File: config.mk
export PLATFORM = sky130hd
export DESIGN_NAME = key_scan
export DESIGN_NICKNAME = d
export VERILOG_FILES = /design/src/rtl/key_scan_pkg.sv /design/src/rtl/key_debounce_cnt.sv /design/src/rtl/key_scan.sv
export SDC_FILE = /design/constraint.sdc
export NUM_CORES = 1
export LEC_CHECK = 0
export BUFFER_PORTS_ARGS = -buffer_cell sky130_fd_sc_hd__buf_2
export CORE_MARGIN = 1
export CORE_UTILIZATION = 59
export CTS_BUF_LIST = sky130_fd_sc_hd__clkbuf_4
export CTS_CLUSTER_SIZE = 14
export DETAILED_ROUTE_END_ITERATION = 10
export PLACE_DENSITY = 0.8
export SKIP_LAST_GASP = 1
export SLEW_MARGIN = 15
export SYNTH_ARGS = -nofsm -noshare
export SYNTH_HDL_FRONTEND = slang
export SYNTH_SLANG_ARGS = --single-unit
File: constraint.sdc
create_clock -name clk -period 2.5 [get_ports clk]
set_clock_uncertainty 0.1 [all_clocks]
set_input_delay 0.625 -clock clk [delete_from_list [all_inputs] [get_ports clk]]
set_output_delay 0.625 -clock clk [all_outputs]
set_load 0.02 [all_outputs]
File: src/rtl/key_scan_pkg.sv
// Shared types and constants for the washer front-panel keypad scanner.
// Key codes are {row_idx, col_idx} of the physical keypad position.
package key_scan_pkg;

    typedef enum logic [1:0] {
        SCAN       = 2'd0,
        PRESS_DB   = 2'd1,
        HELD       = 2'd2,
        RELEASE_DB = 2'd3
    } state_t;

    localparam logic [3:0] ROW_RESET = 4'b1110;
    localparam int         KEY_W     = 4;
    localparam int         CNT_W     = 5;

    localparam logic [KEY_W-1:0] KEY_START      = 4'h0;
    localparam logic [KEY_W-1:0] KEY_MODE       = 4'h1;
    localparam logic [KEY_W-1:0] KEY_LEVEL_UP   = 4'h2;
    localparam logic [KEY_W-1:0] KEY_TIME_UP    = 4'h3;
    localparam logic [KEY_W-1:0] KEY_PAUSE      = 4'h4;
    localparam logic [KEY_W-1:0] KEY_CANCEL     = 4'h5;
    localparam logic [KEY_W-1:0] KEY_LEVEL_DOWN = 4'h6;
    localparam logic [KEY_W-1:0] KEY_TIME_DOWN  = 4'h7;

    // Index of the lowest active-low column; 0 when none is low.
    function automatic logic [1:0] lowest_low(input logic [3:0] cols);
        logic [1:0] idx;
        idx = 2'd0;
        for (int i = 3; i >= 0; i--) begin
            if (!cols[i]) idx = 2'(i);
        end
        return idx;
    endfunction

endpackage

File: src/rtl/key_debounce_cnt.sv
// Saturating debounce counter shared by the press and release phases.
// done reflects the count this cycle would reach, so acceptance lands on the same tick.
module key_debounce_cnt
    import key_scan_pkg::*;
#(
    parameter int DEBOUNCE = 20
) (
    input  logic clk,
    input  logic reset,
    input  logic clr,
    input  logic inc,
    output logic done
);

    logic [CNT_W-1:0] cnt_q;
    logic [CNT_W-1:0] cnt_d;

    always_comb begin
        cnt_d = cnt_q;
        if (clr) begin
            cnt_d = '0;
        end else if (inc && (cnt_q != {CNT_W{1'b1}})) begin
            cnt_d = cnt_q + 1'b1;
        end
    end

    always_ff @(posedge clk) begin
        if (!reset) begin
            cnt_q <= '0;
        end else begin
            cnt_q <= cnt_d;
        end
    end

    assign done = (cnt_d == CNT_W'(DEBOUNCE));

endmodule

File: src/rtl/key_scan.sv
// 4x4 matrix keypad scanner: rotates an active-low row strobe, captures the first
// low column, debounces press and release, and emits one key event per press.
module key_scan
    import key_scan_pkg::*;
#(
    parameter int ROWS     = 4,
    parameter int COLS     = 4,
    parameter int DEBOUNCE = 20
) (
    input  logic             clk,
    input  logic             reset,
    input  logic             scan_tick,
    input  logic [COLS-1:0]  col_in,
    output logic [ROWS-1:0]  row_out,
    output logic [KEY_W-1:0] key_code,
    output logic             key_valid,
    output logic             key_down
);

    logic [COLS-1:0]  sync_q, col_s_q;
    state_t           state_q, state_d;
    logic [ROWS-1:0]  row_out_q, row_out_d;
    logic [1:0]       row_idx_q, row_idx_d;
    logic [1:0]       col_idx_q, col_idx_d;
    logic [KEY_W-1:0] key_code_q, key_code_d;
    logic             key_valid_q, key_valid_d;
    logic             key_down_q, key_down_d;
    logic             cnt_clr, cnt_inc, cnt_done;
    logic             col_hit, rotate;

    key_debounce_cnt #(.DEBOUNCE(DEBOUNCE)) u_cnt (
        .clk   (clk),
        .reset (reset),
        .clr   (cnt_clr),
        .inc   (cnt_inc),
        .done  (cnt_done)
    );

    // Only the captured column matters once a key is being tracked.
    assign col_hit = ~col_s_q[col_idx_q];

    always_comb begin
        state_d     = state_q;
        row_idx_d   = row_idx_q;
        col_idx_d   = col_idx_q;
        key_code_d  = key_code_q;
        key_valid_d = 1'b0;
        key_down_d  = key_down_q;
        cnt_clr     = 1'b0;
        cnt_inc     = 1'b0;
        rotate      = 1'b0;
        if (scan_tick) begin
            unique case (state_q)
                SCAN: begin
                    if (!(&col_s_q)) begin
                        col_idx_d = lowest_low(col_s_q);
                        cnt_clr   = 1'b1;
                        state_d   = PRESS_DB;
                    end else begin
                        rotate = 1'b1;
                    end
                end
                PRESS_DB: begin
                    if (col_hit) begin
                        cnt_inc = 1'b1;
                        if (cnt_done) begin
                            key_code_d  = {row_idx_q, col_idx_q};
                            key_valid_d = 1'b1;
                            key_down_d  = 1'b1;
                            state_d     = HELD;
                        end
                    end else begin
                        rotate  = 1'b1;
                        state_d = SCAN;
                    end
                end
                HELD: begin
                    if (!col_hit) begin
                        cnt_clr = 1'b1;
                        state_d = RELEASE_DB;
                    end
                end
                RELEASE_DB: begin
                    if (!col_hit) begin
                        cnt_inc = 1'b1;
                        if (cnt_done) begin
                            key_down_d = 1'b0;
                            rotate     = 1'b1;
                            state_d    = SCAN;
                        end
                    end else begin
                        state_d = HELD;
                    end
                end
                default: state_d = SCAN;
            endcase
        end
        row_out_d = rotate ? {row_out_q[ROWS-2:0], row_out_q[ROWS-1]} : row_out_q;
        if (rotate) row_idx_d = row_idx_q + 2'd1;
    end

    always_ff @(posedge clk) begin
        if (!reset) begin
            sync_q      <= '1;
            col_s_q     <= '1;
            state_q     <= SCAN;
            row_out_q   <= ROW_RESET;
            row_idx_q   <= 2'd0;
            col_idx_q   <= 2'd0;
            key_code_q  <= '0;
            key_valid_q <= 1'b0;
            key_down_q  <= 1'b0;
        end else begin
            sync_q      <= col_in;
            col_s_q     <= sync_q;
            state_q     <= state_d;
            row_out_q   <= row_out_d;
            row_idx_q   <= row_idx_d;
            col_idx_q   <= col_idx_d;
            key_code_q  <= key_code_d;
            key_valid_q <= key_valid_d;
            key_down_q  <= key_down_d;
        end
    end

    assign row_out   = row_out_q;
    assign key_code  = key_code_q;
    assign key_valid = key_valid_q;
    assign key_down  = key_down_q;

endmodule

# After elaboration in Yosys (flattened, before gate mapping)
# Index checks and enable logic that the tools add are counted.
[totals]
reg_bits = 29
input_bits = 7
out_inout_bits = 10
word_cells = 72
[classes]
add_sub_neg = 2
magnitude_cmp = 1
n_eq_ne = 13
muxes = 32
n_bitwise = 5
n_reduce_logical = 9
[ops]
columns = ["cell", "count"]
rows = [
  ["two-way mux 2 bit", 10],
  ["two-way mux 1 bit", 14],
  ["inequality test 2 bit (second input constant)", 6],
  ["two-way mux 5 bit", 2],
  ["case mux 2 bit (4 select lines)", 1],
  ["AND reduction 4 bit", 2],
  ["inequality test 3 bit (second input constant)", 2],
  ["case mux 1 bit (2 select lines)", 3],
  ["AND reduction 6 bit", 1],
  ["adder 5 x 1 -> 5 bit (second input constant)", 1],
  ["equality test 5 bit (second input constant)", 1],
  ["inequality test 5 bit (second input constant)", 1],
  ["NOT 1 bit", 5],
  ["AND reduction 5 bit", 1],
  ["equality test 2 bit (second input constant)", 2],
  ["OR reduction 4 bit", 1],
  ["< comparator 2 x 3 -> 1 bit (second input constant)", 1],
  ["case mux 1 bit (3 select lines)", 1],
  ["AND reduction 3 bit", 1],
  ["adder 2 x 1 -> 2 bit (second input constant)", 1],
  ["binary-select mux 1 bit (select 2 bit)", 1],
  ["equality test 2 x 1 -> 1 bit (second input constant)", 1],
  ["zero test 2 bit", 1],
  ["nonzero test 2 bit", 1],
  ["logical AND 1 bit", 1],
]

# Longest topological paths before layout
# Gate-level depths: netlist of run 1.
[logic_depth]
depth_word = 13
mapped_depth = 9
depth_no_buf = 8

# Hierarchy
# Synthesis of run 1 repeated with hierarchy kept, for this count alone.
[hier_totals]
hier_cells = 151
hier_area_um2 = 1380.1
[modules_own_cells]
columns = ["mod", "instances", "cells_each", "area_each_um2", "seq_area_each_um2"]
rows = [
  ["key_scan", 1, 120, 1084.8, 480.5],
  ["key_debounce_cnt", 1, 31, 295.3, 100.1],
]

# Worst setup path after synthesis of run 1
# OpenSTA, ideal clock, no wires.
[synth_path]
path_type = "register -> register"
startpoint = "register u_cnt.cnt_q[1]"
endpoint = "register key_down_q (netlist: key_down)"
setup_time_ns = 0.122
t_arrival_ns = 2.084
t_required_ns = 2.278
path_slack_ns = 0.193
stages_incl_launch_ff = 9
n_path_buf = 0
synth_period_minus_slack_ns = 2.307
cell_sequence = "dfxtp_1 > ha_1 > and3_1 > ha_1 > and4bb_2 > mux2i_4 > mux2_4 > o311ai_1 > nand2b_1"
[synth_via]
elab_chain_cells = 7
word_cells_on_any_way = 9
classes_between = "add/sub: 1; eq/ne: 4; mux: 2; reduce/logical: 2"
[synth_lines]
columns = ["item", "line_no", "text"]
rows = [
  ["start, declared", "key_debounce_cnt.sv:15", "logic [CNT_W-1:0] cnt_q;"],
  ["start signal, assigned", "key_debounce_cnt.sv:31", "cnt_q <= cnt_d;"],
  ["parallel branches: the longest is 2 deep, another holds adder 5 x 1 -> 5 bit", "n/a", ""],
  ["two-way mux 5 bit *", "key_debounce_cnt.sv:22", "end else if (inc && (cnt_q != {CNT_W{1'b1}})) begin"],
  ["two-way mux 5 bit *", "key_debounce_cnt.sv:20", "if (clr) begin"],
  ["equality test 5 bit *", "key_debounce_cnt.sv:35", "assign done = (cnt_d == CNT_W'(DEBOUNCE));"],
  ["inequality test 2 bit (no line)", "n/a", ""],
  ["AND reduction 6 bit (no line) *", "n/a", ""],
  ["end signal, assigned", "key_scan.sv:122", "key_down_q <= key_down_d;"],
  ["end, declared", "key_scan.sv:27", "logic key_down_q, key_down_d;"],
]
# Mark *: on every way between the ends.
# A chain may end at the register's enable or synchronous reset.

# Worst setup path in the final report of run 1
# Same ends and word-level chain as after synthesis.

==> results of run 1 <==
==> cells by family (layout without fill, tap and decap cells) <==
family | after synthesis | after routing
AO/OA/AOI/OAI | 18 | 18
XOR/XNOR | 5 | 5
adder cells (fa/ha/maj) | 2 | 2
buffers and inverters | 11 | 33
flip-flops | 29 | 29
multiplexers | 15 | 15
AND/OR/NAND/NOR | 63 | 63
==> final cells by class <==
cell class | count | area [um^2] | share of cell area
inverter | 5 | 18.77 | 0.01255
tap | 27 | 33.78 | 0.02259
timing repair buffer | 20 | 110.1 | 0.07364
clock inverter | 3 | 12.51 | 0.008368
clock buffer | 5 | 37.54 | 0.02510
sequential | 29 | 583.1 | 0.3900
multi-input combinational | 103 | 699.4 | 0.4678
==> cells in the mapped netlist, drive strengths merged, types with 2 or more instances <==
library cell / number / area [um^2]
nand2b: 11 / 68.82
nand2: 20 / 77.58
a21oi: 7 / 35.03
nand3: 4 / 20.02
mux2i: 13 / 142.6
nor2: 13 / 48.80
inv: 5 / 18.77
a211oi: 2 / 15.01
xor2: 2 / 17.52
o211ai: 3 / 22.52
clkbuf: 5 / 20.01
nor4: 3 / 18.77
and3: 2 / 12.51
xnor2: 3 / 26.28
nor3: 3 / 15.01
o21ai: 2 / 10.01
dfxtp: 29 / 580.6
ha: 2 / 25.02
==> stage by stage <==
stage          hold slack, ns  instance area (um^2)  worst slack [ns]
2_1_floorplan          0.2863                  1316            0.1934
3_3_place_gp           0.2897                  1425            0.1358
3_5_place_dp           0.2909                  1425           0.02573
4_1_cts                0.3095                  1475          0.005233
5_1_grt                0.3231                  1495           0.03427
6_report               0.3066                  1495            0.1384
==> worst min path at each step <==
stage                  to  startpoint  cells after the start
2_1_floorplan  col_s_q[0]   sync_q[0]                      1
3_3_place_gp   col_s_q[2]   sync_q[2]                      1
3_5_place_dp   col_s_q[1]   sync_q[1]                      1
4_1_cts        col_s_q[1]   sync_q[1]                      1
5_1_grt        col_s_q[3]   sync_q[3]                      1
6_report       col_s_q[1]   sync_q[1]                      1
==> timing repair <==
| item | in CTS | in global routing |
|---|---|---|
| gates resized for setup | 0 | 4 |
| setup buffers | 0 | 1 |
| endpoints found under the setup margin | 0 | 10 |
==> worst max-delay path: stages, from the launching register on <==
cell and delay, ns:
dfxtp_2 0.38, ha_1 0.21, and3_1 0.17, ha_1 0.22, and4bb_2 0.28, mux2i_4 0.21, mux2_4 0.34, o311ai_1 0.26
nand2b_1 0.08
==> layer usage <==
metal	wire, um	up-vias	GRT usage
met2	1214	25	0.3584
met5	0	-	0
li1	-	543	-
met4	46	0	0.1078
met3	110	5	0.08411
met1	1102	499	0.2638
==> power breakdown <==
group	internal, mW	leakage [nW]	total (mW)	switching, mW
logic	0.0368	0.406	0.0889	0.0520
registers	0.480	0.238	0.492	0.0122
clock network	0.101	0.0300	0.255	0.154
==> registers in the layout, summed over array words and instances, names as in the netlist, named ones only <==
name,count
state_q,1
key_down,1
row_out,4
col_idx_q,2
col_s_q,4
u_cnt.cnt_q,5
key_valid,1
row_idx_q,2
key_code,4
sync_q,4
==> flow_summary.ini, run 1 <==
[yosys]
ys.flop_type = dfxtp_1
async_flop_share = 0
synth_seq_cells = 29
ys_warn_count = 0
syn-num-nets = 152
synthAdderAreaFrac = 0.01901
synth_xor_area_frac = 0.03327
synthSimpleGateAreaFrac = 0.2462
seq_area_frac_synth = 0.4411
synth_mux_area_frac = 0.1369
synthCells = 143
synth_top_family_by_area = simple AND/OR/NAND/NOR gates
synth.distinct_cells = 35
synth_edf_count = 0
synth_area_mm2 = 0.001316
synth_compound_gate_area_share = 0.08840
synth_area_per_cell_um2 = 9.205

[layout]
final_cell_mix = dfxtp_1, nand2_1, buf_2
final_nets = 173
syn2layout_area_growth_pct = 13.59
n_fill_cell = 164
utilization = 0.7395
antenna_cells = 0
fin_cells = 192
drive_gt1_frac = 0.2182
layout_commonest_cell = dfxtp_1

[routing]
drt-initial-drc-count = 17
drc = 0
post_drt_wl_per_cell_um = 12.88
drt-total-wl_um = 2473
drt-vias-per-instance = 5.583
drtAntennaViolNets = 0
via_count = 1072
firstDrtPassIters = 4

[sta]
finalCritPeriodShare = 0.9447
fmax_mhz = 423.4
period_minus_slack_ns = 2.362
finalSetupTns_ns = 0
maxSlewViolCount = 0
worst_slew_pin_slew_ns = 0.6113
setup-violations-final = 0
rsz0062_at_grt = no
relSlewSlack = 0.5867
hold_violations = 0

[clocking]
cts.path.max_buffers = 2
clk_pin_slew_worst_paths_ns = 0.09
htree_levels = 2
cts_num_sinks = 29
clkLatencyLatePin_ns = 0.32
cts_tree = done
cts-root-buf = clkbuf_4
cts_buffers = 5
ctsHoldBuffers = 0

[floorplanning]
initial_core_util = 0.6510
die_w_um = 49.23
dieArea_mm2 = 0.002424
die_h_um = 49.23
coreArea_mm2 = 0.002022
ios = 17
core.rowCount = 16

[global_route]
overflow = 0
grt_pass1_vias = 926
grt_max_degree = 19
antenna_found_initial = 0
gr-usage-all-layers = 0.2247
grt_pass1_wl_um = 4029

[worst_setup_path]
r2r_cells = 8
critPathRequiredTime_ns = 2.62
worstSetupPathType = flop to flop
r2r-end = key_down
cp-endpoint = key_down
crit_fanout = 6
crit_arrival_ns = 2.48
crit_path_end_kind = flop
cp-start-kind = flop
r2r_start = u_cnt.cnt_q[1]
r2r_slack_ns = 0.14
crit_start = u_cnt.cnt_q[1]

[run]
max_cap_viol_count = 0

[placed_design]
gp_congestion = 0.8595
io_buffers = 16
dpl.cell_count = 183
dp_hpwl_um = 1780

[pwr]
powerDensity_mw_per_mm2 = 559.2
power.leakage_nw = 0.6737
power_mw = 0.8361
ir_drop_mv = 0.5847

[hold_path]
hold_path_class = flop to flop

[run_status]
outcome = completed
Power figures use the tool's default switching activity.
==> run 2, diff against run 1 <==
CORE_UTILIZATION = 57   (was 59)
PLACE_DENSITY = 0.78   (was 0.8)
==> flow_summary.ini, run 2 (synthesis results as in run 1) <==
[run_status]
outcome = completed

[layout]
largest_reg_flops = 5
regMostFlops = u_cnt.cnt_q
n_fill_cell = 174
final_area_mm2 = 0.001499
layout_commonest_cell = dfxtp_1
drive_gt1_frac = 0.2182
utilization = 0.6842
syn2layout_area_growth_pct = 13.88
antenna_cells = 0
final_cell_mix = dfxtp_1, nand2_1, buf_2
final_nets = 174

[placed_design]
dp_hpwl_um = 1782
io_buffers = 16
place_area_mm2 = 0.001426
gp_congestion = 0.8631
pre_cts_slack_ns = -0.003254

[clocking]
cts-root-buf = clkbuf_4
cts_tree = done
clkLatencyLatePin_ns = 0.31
cts_num_sinks = 29
clk_pin_slew_worst_paths_ns = 0.08
cts_buffers = 5
cts.path.max_buffers = 2
ctsHoldBuffers = 0
htree_levels = 2

[global_route]
grt_max_degree = 18
grt_pass1_vias = 1022
grt_pass1_wl_um = 4202
gr-usage-all-layers = 0.2274
overflow = 0
antenna_found_initial = 0

[sta]
fin_ws_ns = 0.1758
maxSlewViolCount = 0
hold_violations = 0
fmax_mhz = 430.3
finalCritPeriodShare = 0.9297
setup-violations-final = 0
worst_slew_pin_slew_ns = 0.5453
relSlewSlack = 0.6313
finalSetupTns_ns = 0
period_minus_slack_ns = 2.324

[pwr]
power.leakage_nw = 0.6833
ir_drop_mv = 0.3368
powerDensity_mw_per_mm2 = 558.4
power_mw = 0.8370

[floorplanning]
core.rowCount = 17
ios = 17
coreArea_mm2 = 0.002191
die_w_um = 50.06
die_h_um = 50.06
dieArea_mm2 = 0.002506
initial_core_util = 0.6008

[routing]
post_drt_wl_per_cell_um = 12.43
firstDrtPassIters = 6
drc = 0
via_count = 1075
drtAntennaViolNets = 0
drt-total-wl_um = 2399
drt-initial-drc-count = 16
drt-vias-per-instance = 5.570

[worst_setup_path]
crit_path_end_kind = flop
critPathRequiredTime_ns = 2.60
cp-start-kind = flop
crit_arrival_ns = 2.43
worstSetupPathType = flop to flop
crit_fanout = 5

[hold_path]
hold_path_class = flop to flop

[run]
max_cap_viol_count = 0
run 2: cell types whose count changed in the layout (fill, tap and decap cells not counted):
cell,change
clkbuf_4,+1
mux2i_2,-1
clkinv_2,-1
clkinv_1,-1
mux2i_1,+1
buf_4,+1
run 2: critical path, cell delays in order (launching register included):
cell	delay, ns
dfxtp_2	0.37
ha_1	0.20
and3_1	0.18
ha_1	0.22
and4bb_2	0.28
mux2i_4	0.19
mux2_4	0.34
o311ai_1	0.26
nand2b_1	0.08
run 2: final cells by class:
| cell class | instances | area, um^2 | area share |
|---|---|---|---|
| timing repair buffer | 21 | 117.6 | 0.07846 |
| clock inverter | 1 | 3.754 | 0.002504 |
| clock buffer | 6 | 45.04 | 0.03005 |
| multi-input combinational | 103 | 695.7 | 0.4641 |
| sequential | 29 | 583.1 | 0.3890 |
| inverter | 5 | 18.77 | 0.01252 |
| tap | 28 | 35.03 | 0.02337 |
run 2: per-stage QoR:
step	instances	hold WS, ns
after floorplan	143	0.2863
after global placement	184	0.2917
after detailed placement	184	0.2964
after CTS	193	0.3213
after global routing	193	0.3335
final	193	0.3154
run 2: path summary, 6_finish.rpt:
kind	startpoint	to	slack [ns]	depth (start not counted)
worst max-delay path	u_cnt.cnt_q[0]	key_down	0.18	8
worst min-delay path	sync_q[2]	col_s_q[2]	0.32	1
worst max register to register	u_cnt.cnt_q[0]	key_down	0.18	8
worst min register to register	sync_q[2]	col_s_q[2]	0.32	1
run 2: power breakdown:
group	total, mW	switching [mW]	internal (mW)
logic	0.0918	0.0530	0.0387
registers	0.492	0.0123	0.480
clock network	0.253	0.140	0.113
total	0.837	0.206	0.631
run 2: metal layers:
| layer | share of wire | up-vias | GRT usage |
|---|---|---|---|
| met3 | 0.048 | 11 | 0.07099 |
| met5 | 0 | - | 0 |
| met4 | 0.029 | 0 | 0.1429 |
| met1 | 0.44 | 488 | 0.2700 |
| li1 | - | 538 | - |
| met2 | 0.49 | 38 | 0.3511 |
run 2: what timing repair did:
item | CTS | global route
pin swaps | 1 | 1
buffers inserted | 2 | 0
gates resized for setup | 0 | 3
setup endpoints to repair | 1 | 11
cloned | 0 | 0
endpoints found under the hold margin | 0 | 0
